`src/rtl/debounce_pkg.sv`:
```
// Project-wide defaults shared by the input-conditioning blocks.
package debounce_pkg;

  localparam int unsigned SAMPLE_NUM_DEFAULT  = 16;
  localparam int unsigned SYNC_STAGES_DEFAULT = 2;

  // Counter width able to hold values 0..n.
  function automatic int unsigned count_width(input int unsigned n);
    return $clog2(n + 1);
  endfunction

endpackage

```
`src/rtl/debounce_sync_ff.sv`:
```
// Flop-chain synchroniser bringing an asynchronous level into the clk domain.
module sync_ff #(
  parameter int unsigned SYNC_STAGES = 2
) (
  input  logic clk,
  input  logic rst,
  input  logic d,
  output logic q
);

  logic [SYNC_STAGES-1:0] chain;

  always_ff @(posedge clk) begin
    if (rst) begin
      chain <= '0;
    end else begin
      chain <= {chain[SYNC_STAGES-2:0], d};
    end
  end

  assign q = chain[SYNC_STAGES-1];

endmodule

```
`src/rtl/debounce.sv`:
```
// Debouncer: output changes only after the synchronised input has disagreed
// with it for SAMPLE_NUM consecutive edges.
module debounce
  import debounce_pkg::*;
#(
  parameter int unsigned SAMPLE_NUM  = SAMPLE_NUM_DEFAULT,
  parameter int unsigned SYNC_STAGES = SYNC_STAGES_DEFAULT
) (
  input  logic i_Sample_Rate,
  input  logic i_Reset,
  input  logic i_Signal,
  output logic o_Signal
);

  localparam int unsigned    CW   = count_width(SAMPLE_NUM);
  localparam logic [CW-1:0]  LAST = CW'(SAMPLE_NUM - 1);

  logic          s_Sync;
  logic [CW-1:0] count;

  sync_ff #(
    .SYNC_STAGES (SYNC_STAGES)
  ) u_sync (
    .clk (i_Sample_Rate),
    .rst (i_Reset),
    .d   (i_Signal),
    .q   (s_Sync)
  );

  // Any sample agreeing with the output restarts qualification.
  always_ff @(posedge i_Sample_Rate) begin
    if (i_Reset) begin
      count    <= '0;
      o_Signal <= 1'b0;
    end else if (s_Sync == o_Signal) begin
      count    <= '0;
    end else if (count == LAST) begin
      o_Signal <= s_Sync;
      count    <= '0;
    end else begin
      count    <= count + 1'b1;
    end
  end

endmodule

```
`config.mk`:
```
export PLATFORM = sky130hd
export DESIGN_NAME = debounce
export DESIGN_NICKNAME = d
export VERILOG_FILES = /design/src/rtl/debounce_pkg.sv /design/src/rtl/debounce_sync_ff.sv /design/src/rtl/debounce.sv
export SDC_FILE = /design/constraint.sdc
export NUM_CORES = 1
export LEC_CHECK = 0
export BUFFER_PORTS_ARGS = -buffer_cell sky130_fd_sc_hd__buf_4
export CAP_MARGIN = 15
export CORE_AREA = 2 2 39 41
export CTS_BUF_LIST = sky130_fd_sc_hd__clkbuf_16
export CTS_CLUSTER_DIAMETER = 120
export DETAILED_ROUTE_END_ITERATION = 10
export DIE_AREA = 0 0 41 43
export MAX_ROUTING_LAYER = met4
export PLACE_DENSITY = 0.47
export SYNTH_ARGS = -nofsm -noshare
export SYNTH_HDL_FRONTEND = slang
export SYNTH_SLANG_ARGS = --single-unit
export TNS_END_PERCENT = 30
```
`constraint.sdc`:
```
create_clock -name i_Sample_Rate -period 2.16 [get_ports i_Sample_Rate]
set_clock_uncertainty 0.2 [all_clocks]
set_input_delay 0.108 -clock i_Sample_Rate [delete_from_list [all_inputs] [get_ports i_Sample_Rate]]
set_output_delay 0.108 -clock i_Sample_Rate [all_outputs]
set_load 0.01 [all_outputs]
```
# Word level (Yosys, flattened, before mapping)
# Cells that the tools add are included.
# classes
n_eq_ne	2
n_addsub	1
reduce_logical	2
bitwise_logic	1
# ops
operator	count
adder 5 x 1 -> 5 bit (second input constant)	1
equality test 5 x 4 -> 1 bit (second input constant)	1
OR reduction 3 bit	1
AND reduction 2 bit	1
equality test 1 bit	1
inverter 1 bit	1
# word_totals
regBits	8
word_cells	9
in_bits	3

# Longest topological paths before layout
# Gate-level depths: netlist of run 1.
# logic_depth
ltp_word	3
mapped_depth	5
mapped_depth_nobuf	5

# By module
# From an unflattened synthesis of run 1, not the netlist that was laid out.
# hier_totals
cells_unflattened	27
area_unflattened_um2	286.5
# by_module_without_submodules
module	cells_per_inst	area_each_um2	n_inst	seq_area_each_um2
debounce	23	234.0	1	120.1
sync_ff	4	52.6	1	40.0

# Worst setup path after synthesis of run 1
# OpenSTA, ideal clock, no wires.
# synth_timing
path_type	register to register
startpoint	register count[0]
endpoint	register count[2]
n_path_buf	0
path_slack_ps	523
path_stages_with_launch	6
required_time_ps	1896
arrival_time_ps	1372
period_less_slack_ps	1637
cell_sequence	dfxtp_1 > ha_1 > and3_1 > ha_1 > or3_4 > nor2_1
# synth_between
elab_chain_cells	2
# synth_rtl
item	line_no	rtl
start: declaration	debounce.sv:19	logic [CW-1:0] count;
start signal: assignment	debounce.sv:41	count <= count + 1'b1;
parallel branches: the longest is 2 deep, another holds adder 5 x 1 -> 5 bit	n/a	
# Parallel ways; which one is timed is not known.
# A chain may end at the register's enable or synchronous reset.

# Worst setup path in the final report of run 1
# layout_timing
startpoint	register count[0]
endpoint	register count[3]
# The elaborated chain is that of the path after synthesis.

==> flow_metrics.tcl, run 1 <==
set metrics [dict create \
    start_util_pct 20.7 \
    critical_path_class "flip-flop to flip-flop" \
    pwr-share-seq_pct 32.6 \
    peakVddDrop_mv 0.495 \
    dp_hpwl_um 337 \
    avgSynthCellArea_um2 10.6 \
    first_pass_iters 4 \
    wl_um 455 \
    critPathLaunchType "flip-flop" \
    die-area_mm2 0.00176 \
    internal_power_uw 396 \
    required_ns 2.12 \
    setup-tns-final_ns 0 \
    switching_power_uw 70.7 \
    clkPwrFrac_pct 65.2 \
    rsz0062_at_grt "false" \
    finalHoldViolCount 0 \
    fmax_mhz 572 \
    io_pins 4 \
    h-tree-depth 1 \
    clockBufferDepth 2 \
    drtIter0Drc 4 \
    rows 14 \
    power.density_mw_per_mm2 1100 \
    syn2layout_area_growth_pct 48.0 \
    swShare_pct 15.2 \
    numCtsBuffers 3 \
    gp_congestion 0.560 \
    worst_slack_ns 0.412 \
    cp-end-kind "flip-flop" \
    ys_warn_count 0 \
    grt_pass1_wl_um 862 \
    drive_gt1_share_pct 20.0 \
    whs_ns 0.238 \
    clockRootBuffer "clkbuf_16" \
    period_needed_ns 1.75 \
    maxCapViolCount 0 \
    synth.cell_area_um2 287 \
    clock-sinks 8 \
    cellLeakagePower_uw 0.000171 \
    finalInstanceArea_um2 424 \
    clock_latency_ns 0.23 \
    worst_slew_pin_slew_ns 0.126 \
    fillers 133 \
    worstPathArrival_ns 1.71 \
    dpl_cell_area_um2 329 \
    die_w_um 41 \
    track_usage_pct 7.85 \
    routed-via-count 206 \
    num_antenna_cells 0 \
    nets 42 \
    preCtsSetupSlack_ns 0.417 \
    slew_headroom_pct 91.3 \
    remaining_drc_errors 0 \
    overflow 0 \
    finalCritPeriodShare_pct 80.9 \
    crit_fanout 5 \
    power_frac_comb_pct 2.2 \
    syn_inst 27 \
    grt_start_max_net_pins 6 \
    setup_viol 0 \
    avgRoutedWirePerCell_um 8.92 \
    fin_util_pct 30.7 \
    status "completed" \
    post-cts-setup-buffers 0 \
    synth-seq-cells 8 \
    via_per_inst 4.04 \
    core_mm2 0.00138 \
    synth_nets 32 \
    grt_pass1_vias 222 \
    antenna_found_initial 0 \
    cts.reportedPaths.clkPinSlew_ns 0.03 \
    synth_cell_types 11 \
    slew_viol_final 0 \
    ant_nets 0 \
    port_buffers 3 \
    ys_seq_area_share_pct 55.9 \
    cts_tree "done" \
    die_h_um 43 \
    min_path_type "flip-flop to flip-flop" \
]
## critical path, cell delays in order (launching register included)
cell     delay, ns
dfxtp_1       0.32
ha_1          0.23
and3_1        0.20
ha_1          0.20
or3_4         0.42
nor2_1        0.12
## repair_timing
item,4_1_cts,5_1_grt
endpoints found under the hold margin,3,0
hold buffers,2,0
resized for setup,0,0
## area by class of cell
cell class | count | area, um2 | share of cell area [%]
Inverter | 2 | 7.51 | 1.77
Multi-Input combinational cell | 17 | 119 | 28.0
Clock buffer | 3 | 75.1 | 17.7
Sequential cell | 8 | 160 | 37.8
Tap cell | 16 | 20.0 | 4.72
Timing Repair Buffer | 5 | 42.5 | 10.0
## through the flow
stage	total power, uW	cells
global route	485	51
finish	467	51
CTS	471	51
floorplan	157	27
global placement	161	46
detailed placement	162	46
## routing by layer
layer / GRT usage (%) / vias up / part of all wire (%)
met1: 7.82 / 94 / 41
met5: - / - / 0
met3: 4.71 / 2 / 6.6
met2: 10.6 / 9 / 49
met4: 6.00 / 0 / 3.7
li1: - / 101 / -
## power groups by stage
stage,clock [uW],combinational (uW),sequential [uW]
final,304,10.2,152
after global routing,322,11.2,152
after CTS,308,10.5,152
after detailed placement,0,7.46,154
after global placement,0,7.02,154
after floorplan,0,3.45,154
## final timing paths
check                  start               to  slack (ns)  cells past startpoint
max                 count[0]         count[3]        0.41                      5
min          u_sync.chain[0]  u_sync.chain[1]        0.24                      1
max reg2reg         count[0]         count[3]        0.41                      5
min reg2reg  u_sync.chain[0]  u_sync.chain[1]        0.24                      1
## cell usage after synthesis
cell     n  area [um2]
and3_1   1        6.26
ha_1     2        25.0
or3_4    1        11.3
mux2i_1  1        10.0
inv_1    2        7.51
dfxtp_1  8         160
xor2_1   1        8.76
nor2_1   6        22.5
nand3_1  1        5.00
xnor2_1  2        17.5
nor2b_1  2        12.5
## sequential cells by signal, indices dropped and copies added (netlist names)
signal,count
count,5
o_Signal,1
u_sync.chain,2
## cells in the final DEF (no fill, tap or decap)
master and count:
nor2_1 6, mux2i_1 1, inv_1 2, nand3_1 1
and3_1 1, xnor2_1 2, ha_1 2, dfxtp_1 8
or3_4 1, dlygate4sd3_1 2, nor2b_1 2, clkbuf_16 3
xor2_1 1, buf_4 3
## cell families after synthesis
logic type | synth area share [%]
AND/OR/NAND/NOR | 20.1
flip-flops | 55.9
XOR/XNOR | 9.17
buffers and inverters | 2.62
adder cells (fa/ha/maj) | 8.73
multiplexers | 3.49
Power figures use the tool's default switching activity.
==> inputs of run 2 (changes only) <==
Settings changed: ABC_AREA set to 1, PLACE_DENSITY 0.47 to 0.5.
Clock period 2.16 ns to 1.5 ns, I/O delays scaled along.
==> run 2 against run 1 <==
Synthesized cell count increased by 33%. Register-to-register slack got worse by 0.30 ns. Non-clock buffer count increased by 2. Critical path type unchanged. Largest power group unchanged.
==> flow_metrics.tcl, run 2 <==
set metrics [dict create \
    status "completed" \
    crit_fanout 5 \
    via_per_inst 3.94 \
    syn2layout_area_growth_pct 54.7 \
    clockBufferDepth 2 \
    top_register "count" \
    grt_pass1_vias 248 \
    gp_congestion 0.641 \
    ys_warn_count 0 \
    rows 14 \
    synth_edf_count 0 \
    synthAdderAreaFrac_pct 8.10 \
    slew_headroom_pct 89.1 \
    io_pins 4 \
    ant_nets 0 \
    required_ns 1.47 \
    wl_um 489 \
    synth.cell_area_um2 309 \
    syn_inst 36 \
    avgSynthCellArea_um2 8.58 \
    fmax_mhz 719 \
    ys_seq_area_share_pct 51.8 \
    synth-compound-area-share_pct 5.26 \
    first_pass_iters 3 \
    grt_start_max_net_pins 6 \
    fin_total_pwr_uw 674 \
    period_needed_ns 1.39 \
    synth_flop_cell "dfxtp_1" \
    finalCritPeriodShare_pct 92.7 \
    clock-sinks 8 \
    critPathLaunchType "flip-flop" \
    cellLeakagePower_uw 0.000185 \
    yosys.area_share.simple_pct 23.5 \
    core_mm2 0.00138 \
    cts_tree "done" \
    power.density_mw_per_mm2 1410 \
    dp_hpwl_um 360 \
    cts.reportedPaths.clkPinSlew_ns 0.03 \
    synth-seq-cells 8 \
    drive_gt1_share_pct 32.6 \
    synth_mux_area_share_pct 0 \
    most-common-layout-cells "inv_1, nor2_1, dfxtp_1, buf_4, nand2_1" \
    overflow 0 \
    critical_path_class "flip-flop to flip-flop" \
    nets 53 \
    synth_nets 41 \
    setup-tns-final_ns 0 \
    worst_slew_pin_slew_ns 0.163 \
    num_antenna_cells 0 \
    start_util_pct 22.3 \
    maxCapViolCount 0 \
    setup_viol 0 \
    drtIter0Drc 5 \
    h-tree-depth 1 \
    remaining_drc_errors 0 \
    track_usage_pct 9.27 \
    die_w_um 41 \
    synth-async-reset-ratio_pct 0 \
    grt_pass1_wl_um 876 \
    numCtsBuffers 3 \
    synth_xor_xnor_area_share_pct 2.83 \
    synthTopCellsByCount "dfxtp_1, nor2_1, inv_1" \
    peakVddDrop_mv 0.537 \
    clock_latency_ns 0.23 \
    die_h_um 43 \
    die-area_mm2 0.00176 \
    synth_top_family_by_area "simple AND/OR/NAND/NOR gates" \
    cp-end-kind "flip-flop" \
    clockRootBuffer "clkbuf_16" \
    port_buffers 3 \
    rsz0062_at_grt "false" \
    min_path_type "flip-flop to flip-flop" \
    synth.top_cells.by_area "dfxtp_1, nor2_1, inv_1" \
    synth_cell_types 12 \
    reg.largest.list "count (5), u_sync.chain (2), o_Signal (1)" \
    synth_area_leader_cell "dfxtp_1" \
    avgRoutedWirePerCell_um 7.89 \
    antenna_found_initial 0 \
    routed-via-count 244 \
    synth_top_area_share_pct 51.8 \
    slew_viol_final 0 \
    worstPathArrival_ns 1.36 \
    largest_register_ffs 5 \
    finalHoldViolCount 0 \
]
-- run 2: cell types whose count changed in the layout (fill, tap and decap cells not counted), moves of 2 or more --
cell     before  now
inv_1         2    7
nand2_1       0    4
buf_4         3    5
ha_1          2    0
ha_2          0    2
nor2_2        0    2
nor2b_1       2    0
-- run 2: repair_timing --
item	in CTS	in global routing
endpoints found under the setup margin	0	6
hold buffers	2	0
setup buffers	0	0
hold endpoints to repair	4	0
gates resized for setup	0	5
-- run 2: cell type report --
cell class / instances / area, um2
sequential: 8 / 161
timing repair buffer: 7 / 57.6
multi-input combinational: 21 / 138
tap: 16 / 20.0
inverter: 7 / 26.3
fill: 148 / 906
clock buffer: 3 / 75.1
-- run 2: worst paths after layout --
path	from	to	slack (ns)	depth (start not counted)
hold reg to reg	u_sync.chain[0]	u_sync.chain[1]	0.21	2
setup reg to reg	count[0]	count[3]	0.11	7
hold / removal	u_sync.chain[0]	u_sync.chain[1]	0.21	2
setup / recovery	count[0]	count[3]	0.11	7
-- run 2: logic make-up (layout without fill, tap and decap cells) --
group                    Yosys count  count (layout)
AO/OA/AOI/OAI                      2               2
XOR/XNOR                           1               1
adder cells (fa/ha/maj)            2               2
buffers and inverters              7              17
flip-flops                         8               8
AND/OR/NAND/NOR                   16              16
-- run 2: metrics by stage --
step	setup slack, ns	hold slack [ns]	std cells	utilization (%)	instance area (um2)
CTS	0.00419	0.213	62	33.4	462
detailed placement	0.00649	0.0747	57	26.5	367
floorplan	0.0844	-0.0538	36	-	309
finish	0.109	0.215	62	34.5	478
global placement	0.0177	0.0711	57	26.5	367
global route	0.0248	0.246	62	34.5	478
-- run 2: worst max-delay path: stages (launching register included) --
cell     delay (ns)
dfxtp_1        0.31
ha_2           0.18
nand2_1        0.07
nor2_2         0.04
ha_2           0.19
nor2_2         0.12
nand3_4        0.11
a21oi_2        0.10
-- run 2: per-layer routing --
metal  track usage [%]  part of all wire, %  vias to the layer above
met3              3.14                  3.9                        4
met5                 -                    0                        -
met4              18.0                   12                        0
li1                  -                    -                      132
met2              10.9                   42                        6
met1              7.10                   42                      102
-- run 2: power by group --
group	switching, uW	internal, uW	total (uW)
registers	1.41	217	219
logic	8.30	10.8	19.1
clock network	93.4	343	436
total	103	571	674
==> inputs of run 3 (changes only) <==
Settings changed: BUFFER_PORTS_ARGS -buffer_cell sky130_fd_sc_hd__buf_4 to unset, DONT_BUFFER_PORTS set to 1, PLACE_DENSITY 0.5 to 0.47, REMOVE_ABC_BUFFERS set to 1.
==> run 3 against run 2 <==
Sequential cell count unchanged. Sequential power about the same. Non-clock buffer count is 3 lower. Register-to-register slack worse by 0.03 ns. Die area did not move. Setup slack lost 0.032 ns. Utilization decreased by 1.7 points. Routed wire length is 1.2% higher. Final cell count decreased by 4.8%. Largest cell class unchanged. Largest power group unchanged. Highest routed layer unchanged.
==> flow_metrics.tcl, run 3 (same netlist as run 2, synthesis figures left out) <==
set metrics [dict create \
    finalInstanceArea_um2 454 \
    setup_viol 0 \
    fin_util_pct 32.8 \
    path_cells "ha_1 -> nand2_1 -> nor2_1 -> ha_2 -> nor2_2 -> nand3_4 -> a21oi_2" \
    grt_start_max_net_pins 6 \
    peakVddDrop_mv 0.714 \
    reg.largest.list "count (5), u_sync.chain (2), o_Signal (1)" \
    gp_congestion 0.599 \
    required_ns 1.46 \
    dp_hpwl_um 358 \
    worst_slew_pin_slew_ns 0.194 \
    clockRootBuffer "clkbuf_16" \
    cellLeakagePower_uw 0.000172 \
    layout_commonest_cell "dfxtp_1" \
    first_pass_iters 1 \
    drive_gt1_share_pct 25.6 \
    finalHoldViolCount 0 \
    post-cts-setup-buffers 0 \
    drtIter0Drc 0 \
    worst_slack_ns 0.0773 \
    rrSetupSlack_ns 0.08 \
    syn2layout_area_growth_pct 47.0 \
    core_mm2 0.00138 \
    slowest_delay_ns 0.32 \
    avgRoutedWirePerCell_um 8.39 \
    maxCapViolCount 0 \
    nets 50 \
    rsz0062_at_grt "false" \
    num_antenna_cells 0 \
    clockBufferDepth 2 \
    remaining_drc_errors 0 \
    crit_end "count[3]" \
    die_h_um 43 \
    min_path_type "flip-flop to flip-flop" \
    grt_pass1_wl_um 855 \
    ant_nets 0 \
    numCtsBuffers 3 \
    clock-sinks 8 \
    cts.reportedPaths.clkPinSlew_ns 0.04 \
    start_util_pct 22.3 \
    top_register "count" \
    port_buffers 0 \
    antenna_found_initial 0 \
    fillers 142 \
    routed-via-count 227 \
    die-area_mm2 0.00176 \
    overflow 0 \
    r2r-end "count[3]" \
    critical_path_class "flip-flop to flip-flop" \
    register_area_um2 160 \
    status "completed" \
    finalCritPeriodShare_pct 94.8 \
    slew_headroom_pct 87.1 \
    period_needed_ns 1.42 \
    crit_fanout 5 \
    rows 14 \
    most-common-layout-cells "dfxtp_1, inv_1, nor2_1, nand2_1" \
    io_pins 4 \
    grt_pass1_vias 209 \
    layoutNonFillerInstCount 59 \
    largest_register_ffs 5 \
    h-tree-depth 1 \
    r2r_cells 7 \
    wl_um 495 \
    slowest_stage "dfxtp_1" \
    cts_tree "done" \
    dp.cells 54 \
    track_usage_pct 8.55 \
    worstPathArrival_ns 1.39 \
    fmax_mhz 703 \
    multi_input_area_um2 138 \
    r2r-start "count[1]" \
    power.density_mw_per_mm2 1480 \
    clock_latency_ns 0.23 \
    via_per_inst 3.85 \
    preCtsSetupSlack_ns -0.00352 \
    slew_viol_final 0 \
    critPathLaunchType "flip-flop" \
    cp-end-kind "flip-flop" \
    die_w_um 41 \
    dpl_cell_area_um2 344 \
    startpoint "count[1]" \
]
[run 3: changes by cell type in the layout (fill, tap and decap cells not counted)]
cell / change
buf_4: -3
ha_2: -1
nor2_1: -1
dfxtp_2: -1
dfxtp_1: +1
ha_1: +1
nor2_2: +1
[run 3: power breakdown]
group	leakage (uW)	total, uW	internal [uW]	switching (uW)
clock network	0.0000370	440	343	97.1
logic	0.0000702	15.7	7.69	7.97
registers	0.0000649	218	217	1.18
[run 3: worst min-delay path by stage]
stage                    start              end  slack, ns  cells after the start
2_1_floorplan          i_Reset  u_sync.chain[0]      -0.05                      1
3_3_place_gp           i_Reset  u_sync.chain[1]      -0.05                      1
3_5_place_dp           i_Reset  u_sync.chain[1]      -0.05                      1
4_1_cts        u_sync.chain[0]  u_sync.chain[1]       0.20                      2
5_1_grt        u_sync.chain[0]  u_sync.chain[1]       0.25                      2
6_report       u_sync.chain[0]  u_sync.chain[1]       0.20                      2
[run 3: through the flow]
step           setup TNS, ns  power (uW)  hold WS (ns)
3_3_place_gp               0         230       -0.0531
6_report                   0         674         0.201
3_5_place_dp        -0.00352         230       -0.0507
2_1_floorplan              0         228       -0.0538
4_1_cts                    0         682         0.204
5_1_grt                    0         703         0.250
[run 3: layer usage]
layer	part of all wire [%]	global-route usage, %
met1	48	9.68
met2	44	9.06
met3	2.2	3.14
met5	0	-
met4	5.9	12.0
[run 3: final cells by class]
cell class	count	area share, %
clock buffer	3	16.5
multi-input combinational	21	30.3
tap	16	4.41
timing repair buffer	4	7.71
inverter	7	5.79
sequential	8	35.3
[run 3: repair_timing]
action                                 in CTS  in global routing
pin swaps                                   1                  1
endpoints found under the hold margin       8                  0
gates resized for setup                     1                  3
setup endpoints to repair                   1                  5
hold buffers                                2                  0
[run 3: critical path, delay by kind of cell, from the launching register on]
kind / cells / cell delay, ns
compound gates: 1 / 0.11
fa+ha+maj: 2 / 0.37
simple gates: 4 / 0.35
flops: 1 / 0.32
